File: src/rtl/jk_sequence_controller.sv
// jk_sequence_controller: command FSM (IDLE/EXEC/DONE) steering J/K drives into a bank of JK flip-flops.
module jk_sequence_controller #(
  parameter int WIDTH = 4,
  parameter int CNTW = 8
) (
  input  logic             clockPulse,
  input  logic             reset,
  input  logic             cmd_valid,
  output logic             cmd_ready,
  input  logic [2:0]       cmd_op,
  input  logic [WIDTH-1:0] cmd_data,
  input  logic [CNTW-1:0]  cmd_count,
  output logic [WIDTH-1:0] J,
  output logic [WIDTH-1:0] K,
  output logic [WIDTH-1:0] Q,
  output logic [WIDTH-1:0] Q_Inverter,
  output logic             busy,
  output logic             done,
  output logic             err
);
  localparam logic [1:0] IDLE = 2'd0, EXEC = 2'd1, DONE = 2'd2;
  localparam logic [2:0] OP_LOAD = 3'b001, OP_CLEAR = 3'b010, OP_TOGGLE = 3'b011,
                         OP_UP = 3'b100, OP_DOWN = 3'b101;
  logic [1:0] state_q, state_d;
  logic [2:0] op_q, op_d;
  logic [WIDTH-1:0] data_q, data_d, q_q, q_d, up, dn, cnt_jk;
  logic [CNTW-1:0] cnt_q, cnt_d;
  logic blk_q, blk_d, accept, exec, is_cnt, step;

  function automatic logic [WIDTH-1:0] low_mask(input int n);
    return (WIDTH'(1) << n) - WIDTH'(1);
  endfunction

  // Counter toggle enables: bit i flips when all lower bits are 1 (up) or 0 (down).
  always_comb begin
    up = '0;
    dn = '0;
    for (int i = 0; i < WIDTH; i++) begin
      up[i] = &(q_q | ~low_mask(i));
      dn[i] = &(~q_q | ~low_mask(i));
    end
  end

  assign exec   = state_q == EXEC;
  assign is_cnt = op_q == OP_UP || op_q == OP_DOWN;
  assign step   = is_cnt && cnt_q != '0;
  assign cnt_jk = op_q == OP_DOWN ? dn : up;
  assign J = !exec ? '0 :
             (op_q == OP_LOAD || op_q == OP_TOGGLE) ? data_q :
             step ? cnt_jk : '0;
  assign K = !exec ? '0 :
             op_q == OP_LOAD ? ~data_q :
             op_q == OP_CLEAR ? '1 :
             op_q == OP_TOGGLE ? data_q :
             step ? cnt_jk : '0;

  // Blocks acceptance on the first edge after reset releases.
  assign cmd_ready  = state_q == IDLE && !blk_q && !reset;
  assign accept     = cmd_valid && cmd_ready;
  assign busy       = state_q != IDLE;
  assign done       = state_q == DONE;
  assign err        = done && op_q[2:1] == 2'b11;
  assign Q          = q_q;
  assign Q_Inverter = ~q_q;

  always_comb begin
    q_d     = (J & ~q_q) | (~K & q_q);
    state_d = state_q == IDLE ? (accept ? EXEC : IDLE) :
              exec ? (is_cnt && cnt_q > CNTW'(1) ? EXEC : DONE) : IDLE;
    op_d    = accept ? cmd_op : op_q;
    data_d  = accept ? cmd_data : data_q;
    cnt_d   = accept ? cmd_count : (exec && cnt_q != '0) ? cnt_q - CNTW'(1) : cnt_q;
    blk_d   = 1'b0;
  end

  always_ff @(posedge clockPulse or posedge reset) begin
    if (reset) begin
      state_q <= IDLE;
      op_q    <= '0;
      data_q  <= '0;
      cnt_q   <= '0;
      q_q     <= '0;
      blk_q   <= 1'b1;
    end else begin
      state_q <= state_d;
      op_q    <= op_d;
      data_q  <= data_d;
      cnt_q   <= cnt_d;
      q_q     <= q_d;
      blk_q   <= blk_d;
    end
  end
endmodule
File: config.mk
export PLATFORM = sky130hd
export DESIGN_NAME = jk_sequence_controller
export DESIGN_NICKNAME = d
export VERILOG_FILES = /design/src/rtl/jk_sequence_controller.sv
export SDC_FILE = /design/constraint.sdc
export NUM_CORES = 1
export LEC_CHECK = 0
export BUFFER_PORTS_ARGS = -buffer_cell sky130_fd_sc_hd__buf_2
export CAP_MARGIN = 20
export CELL_PAD_IN_SITES_DETAIL_PLACEMENT = 0
export CELL_PAD_IN_SITES_GLOBAL_PLACEMENT = 2
export CORE_UTILIZATION = 30
export DETAILED_ROUTE_END_ITERATION = 6
export GPL_TIMING_DRIVEN = 0
export PLACE_DENSITY = 0.9
export SYNTH_ARGS = -nofsm -noshare
export SYNTH_HDL_FRONTEND = slang
export SYNTH_SLANG_ARGS = --single-unit
File: constraint.sdc
create_clock -name clockPulse -period 3 [get_ports clockPulse]
set_input_delay 0.75 -clock clockPulse [delete_from_list [all_inputs] [get_ports clockPulse]]
set_output_delay 0.75 -clock clockPulse [all_outputs]
set_load 0.01 [all_outputs]
Word-level counts from Yosys, hierarchy flattened
Index checks and enable logic that the tools add are counted.
{"block": "word_totals", "word_cells": 55, "output_inout_bits": 20, "ff_bits": 22, "in_bits": 18}
{"block": "op_classes", "bitwise": 6, "muxes": 14, "n_addsub": 1, "eq_ne": 8, "order_cmp": 1, "reduce_logical": 19}
{"operator": "4-bit two-way mux", "n": 8}
{"operator": "8-bit two-way mux", "n": 2}
{"operator": "4-bit NOT", "n": 3}
{"operator": "4-bit AND", "n": 2}
{"operator": "8-bit by 1-bit greater-than comparator with 1-bit output (second input constant)", "n": 1}
{"operator": "8-bit nonzero test", "n": 1}
{"operator": "8-bit by 1-bit subtractor with 8-bit output (second input constant)", "n": 1}
{"operator": "1-bit logical AND", "n": 7}
{"operator": "3-bit by 2-bit equality test with 1-bit output (second input constant)", "n": 2}
{"operator": "3-bit equality test (second input constant)", "n": 2}
{"operator": "2-bit two-way mux", "n": 3}
{"operator": "3-bit AND reduction", "n": 2}
{"operator": "2-bit equality test (second input constant)", "n": 2}
{"operator": "4-bit bitwise OR", "n": 1}
{"operator": "2-bit AND reduction", "n": 2}
{"operator": "2-bit nonzero test", "n": 2}
{"operator": "3-bit by 1-bit equality test with 1-bit output (second input constant)", "n": 1}
{"operator": "2-bit by 1-bit equality test with 1-bit output (second input constant)", "n": 1}
{"operator": "1-bit logical NOT", "n": 2}
{"operator": "2-bit logical NOT", "n": 1}
{"operator": "1-bit logical OR", "n": 2}
{"operator": "1-bit two-way mux", "n": 1}

Depth between registers and ports, before layout
{"block": "depth", "depth_word": 11, "mapped_depth": 8, "mapped_depth_nobuf": 7}

Worst setup path before layout
OpenSTA, ideal clock, no wires.
{"block": "synth_path", "path_kind": "register -> output", "start": "register cnt_q[0]", "end": "output K[1]", "stages_incl_launch_ff": 8, "arrival_time_ns": 1.633, "t_required_ns": 2.250, "setup_slack_ns": 0.617, "path_cell_list": "dfrtp_1 -> inv_1 -> ha_1 -> or3b_1 -> buf_2 -> o21ai_4 -> nor3_1 -> or2_1"}
{"block": "synth_via", "elab_chain_len": 7}
{"item": "start: declaration", "line": "27", "text": "logic [CNTW-1:0] cnt_q, cnt_d;"}
{"item": "start signal: assignment", "line": "88", "text": "cnt_q <= cnt_d;"}
{"item": "8-bit nonzero test", "line": "46", "text": "assign step = is_cnt && cnt_q != '0;"}
{"item": "1-bit logical AND", "line": "46"}
{"item": "4-bit two-way mux", "line": "55", "text": "step ? cnt_jk : '0;"}
{"item": "4-bit two-way mux", "line": "54", "text": "op_q == OP_TOGGLE ? data_q :"}
{"item": "4-bit two-way mux", "line": "53", "text": "op_q == OP_CLEAR ? '1 :"}
{"item": "4-bit two-way mux", "line": "52", "text": "op_q == OP_LOAD ? ~data_q :"}
{"item": "4-bit two-way mux", "line": "51", "text": "assign K = !exec ? '0 :"}
{"item": "end: declaration", "line": "14", "text": "output logic [WIDTH-1:0] K,"}
Every way passes these cells.

Final worst setup path
Ends and elaborated chain as after synthesis.

==> flow_metrics.tcl <==
set metrics [dict create \
    status "finished clean" \
    synth-edff-count 0 \
    max_slew.worst_pin.slew_ps 864.0 \
    layout_min_cycle_time_ps 2910 \
    powerDensity_nw_per_um2 761.1 \
    fillers 412 \
    synth_fp_nets 161 \
    max-clock-path-buffers 2 \
    drive_gt1_share_pct 33.70 \
    mostFrequentLayoutCells "buf_2, dfrtp_1, nor2_1" \
    antenna_found_initial 0 \
    drv_slew 0 \
    p_sw_share_pct 37.94 \
    place_area_um2 1530 \
    nets 205 \
    dr.pass1.iters 4 \
    dp_hpwl_mm 2.130 \
    dr.first_iter.drc_count 33 \
    clkLatencyLatePin_ps 270 \
    finalCritPeriodShare_pct 97.01 \
    fin_area_um2 1607 \
    grt_use_total_pct 13.70 \
    synth_top_cell_by_area "dfrtp_1" \
    grt_pass1_wl_mm 4.540 \
    die_area_um2 4540 \
    fin_tns_setup_ps 0 \
    antenna_cells 0 \
    mostFrequentLayoutCell "buf_2" \
    static-leakage-power_nw 0.7262 \
    vias_per_cell 4.697 \
    hold_class "flip-flop to flip-flop" \
    yosys_register_bits 22 \
    synth_ff_type "dfrtp_1" \
    cp_slowest_cell "dfrtp_1" \
    final-setup-viol-count 0 \
    cp.required_ps 2250 \
    cts_sinks 22 \
    synth_area_leaders "dfrtp_1, mux2_2, a21oi_1, xnor2_1, nor2_1" \
    die_w_um 67.38 \
    die_h_um 67.38 \
    numPortBuffers 37 \
    skew_ps 2.781 \
    htree_num_levels 1 \
    fmax_ghz 0.3436 \
    arrival_ps 2160 \
    pwr-share-comb_pct 41.1 \
    cp.depth 8 \
    p_int_mw 0.7588 \
    routed-via-count 1099 \
    hold_violations 0 \
    hold_buffers 0 \
    grt_pass1_vias 977 \
    crit_chain "inv_1, ha_2, or3b_1, buf_2, o21ai_4, nor3_1, or2_1, buf_2" \
    gp_congestion 0.7860 \
    ir_worst_vdd_mv 0.2558 \
    ys_types 36 \
    ant_nets 0 \
    clk_pin_slew_ps 80 \
    grt_max_degree 23 \
    design.core.area_um2 4058 \
    relSlewSlack_pct 42.34 \
    p_clk_share_pct 18.0 \
    crit_path_max_fanout 6 \
    syn_to_final_growth_pct 25.27 \
    cp-end-kind "primary output" \
    cts_tree "done" \
    yosysTopAreaCellShare_pct 40.98 \
    drc 0 \
    rows 23 \
    yosys_warnings 0 \
    synth_seq_area_share_pct 43.02 \
    holdPathStages 1 \
    cts_buffers 3 \
    overflow 0 \
    max-cap-violations 0 \
    ios 38 \
    cp_slowest_stage_delay_ps 410 \
    async_reset_ff_share_pct 100.0 \
    wl_per_cell_um 12.44 \
    cts_root_buf "clkbuf_8" \
    wl_mm 2.912 \
    avgSynthCellArea_um2 9.096 \
    p_total_mw 1.223 \
    worstRegToRegCells 8 \
    startpoint_type "flip-flop" \
    p_seq_share_pct 41.0 \
    synth_area_um2 1282 \
    switchingPower_mw 0.4639 \
    crit_family "simple AND/OR/NAND/NOR gates" \
    critPathMostFrequentCell "buf_2" \
    worst-path-buf-inv 3 \
    synth_cells 141 \
    start_util_pct 31.61 \
    critical_path_class "flip-flop to primary output" \
]
-- kinds of logic (layout without fill, tap and decap cells) --
kind of cell / Yosys count / count (layout) / share of synthesized area (%)
flip-flops: 22 / 22 / 43.02
AO/OA/AOI/OAI: 30 / 30 / 14.93
buffers and inverters: 15 / 58 / 4.781
adder cells (fa/ha/maj): 2 / 2 / 1.951
other: 1 / 1 / 0.2924
AND/OR/NAND/NOR: 52 / 52 / 20.49
XOR/XNOR: 10 / 10 / 6.830
multiplexers: 9 / 9 / 7.708
-- synth_stat cells, types with 2 or more instances --
| master | number |
|---|---|
| a21oi_1 | 14 |
| and2_1 | 2 |
| buf_2 | 4 |
| clkbuf_1 | 3 |
| dfrtp_1 | 21 |
| ha_1 | 2 |
| inv_1 | 8 |
| mux2_2 | 7 |
| mux2i_1 | 2 |
| nand2_1 | 8 |
| nand3b_1 | 2 |
| nor2_1 | 18 |
| nor2b_1 | 7 |
| nor3_1 | 6 |
| o211ai_1 | 2 |
| o21a_1 | 2 |
| o21ai_0 | 5 |
| or3_1 | 2 |
| xnor2_1 | 8 |
| xor2_1 | 2 |
-- final cells by class --
type                       count  area, µm²  area share, %
multi-input combinational    104      675.6          42.06
sequential                    22      551.8          34.35
timing repair buffer          39      200.2          12.46
tap                           50      62.56          3.894
clock buffer                   4      55.05          3.427
buffer                         7      31.28          1.947
inverter                       8      30.03          1.869
-- registers in the layout, indices dropped and copies added, names as in the netlist --
name	flops
cnt_q	8
Q	4
data_q	4
op_q	3
state_q	2
blk_q	1
-- worst register-to-register path, delay by kind of cell, from the launching register on --
kind / cells / cell delay (ps)
flops: 1 / 410
fa+ha+maj: 1 / 200
xor+xnor: 1 / 160
simple gates: 2 / 460
compound gates: 2 / 390
buf+inv: 2 / 290
-- stage by stage --
stage	hold WS, ps	utilization [%]	worst slack [ps]	cells
finish	547.7	39.59	89.69	234
global route	592.3	39.59	-16.85	234
CTS	553.3	39.07	88.97	232
detailed placement	542.9	37.71	401.0	228
global placement	527.2	37.71	409.0	228
floorplan	496.5	-	617.3	141
-- worst paths after layout --
kind                       startpoint          to  slack, ps
min in group asynchronous       reset  state_q[0]        660
setup reg to reg             cnt_q[0]    cnt_q[7]        970
max in group asynchronous       reset   data_q[3]       1810
setup / recovery             cnt_q[0]        K[1]         90
hold / removal                   Q[1]        Q[1]        550
hold reg to reg                  Q[1]        Q[1]        550
-- power groups by stage --
stage                     clock, mW  combinational, mW  sequential (mW)
after global placement            0              0.474            0.501
after floorplan                   0              0.340            0.493
after global routing          0.238              0.569            0.513
after CTS                     0.227              0.483            0.500
final                         0.220              0.502            0.501
after detailed placement          0              0.481            0.504
-- repair_timing --
item                                   CTS  global route
setup buffers                            0             2
setup endpoints to repair                0             3
endpoints found under the hold margin    0             0
resized for setup                        0             2
-- routing by layer --
layer | up-vias | part of all wire [%] | track usage [%]
met3 | 4 | 4.3 | 2.872
met5 | - | 0 | 0
li1 | 560 | - | -
met2 | 23 | 47 | 22.00
met1 | 512 | 47 | 17.78
met4 | 0 | 1.4 | 5.585
Power figures use the tool's default switching activity.
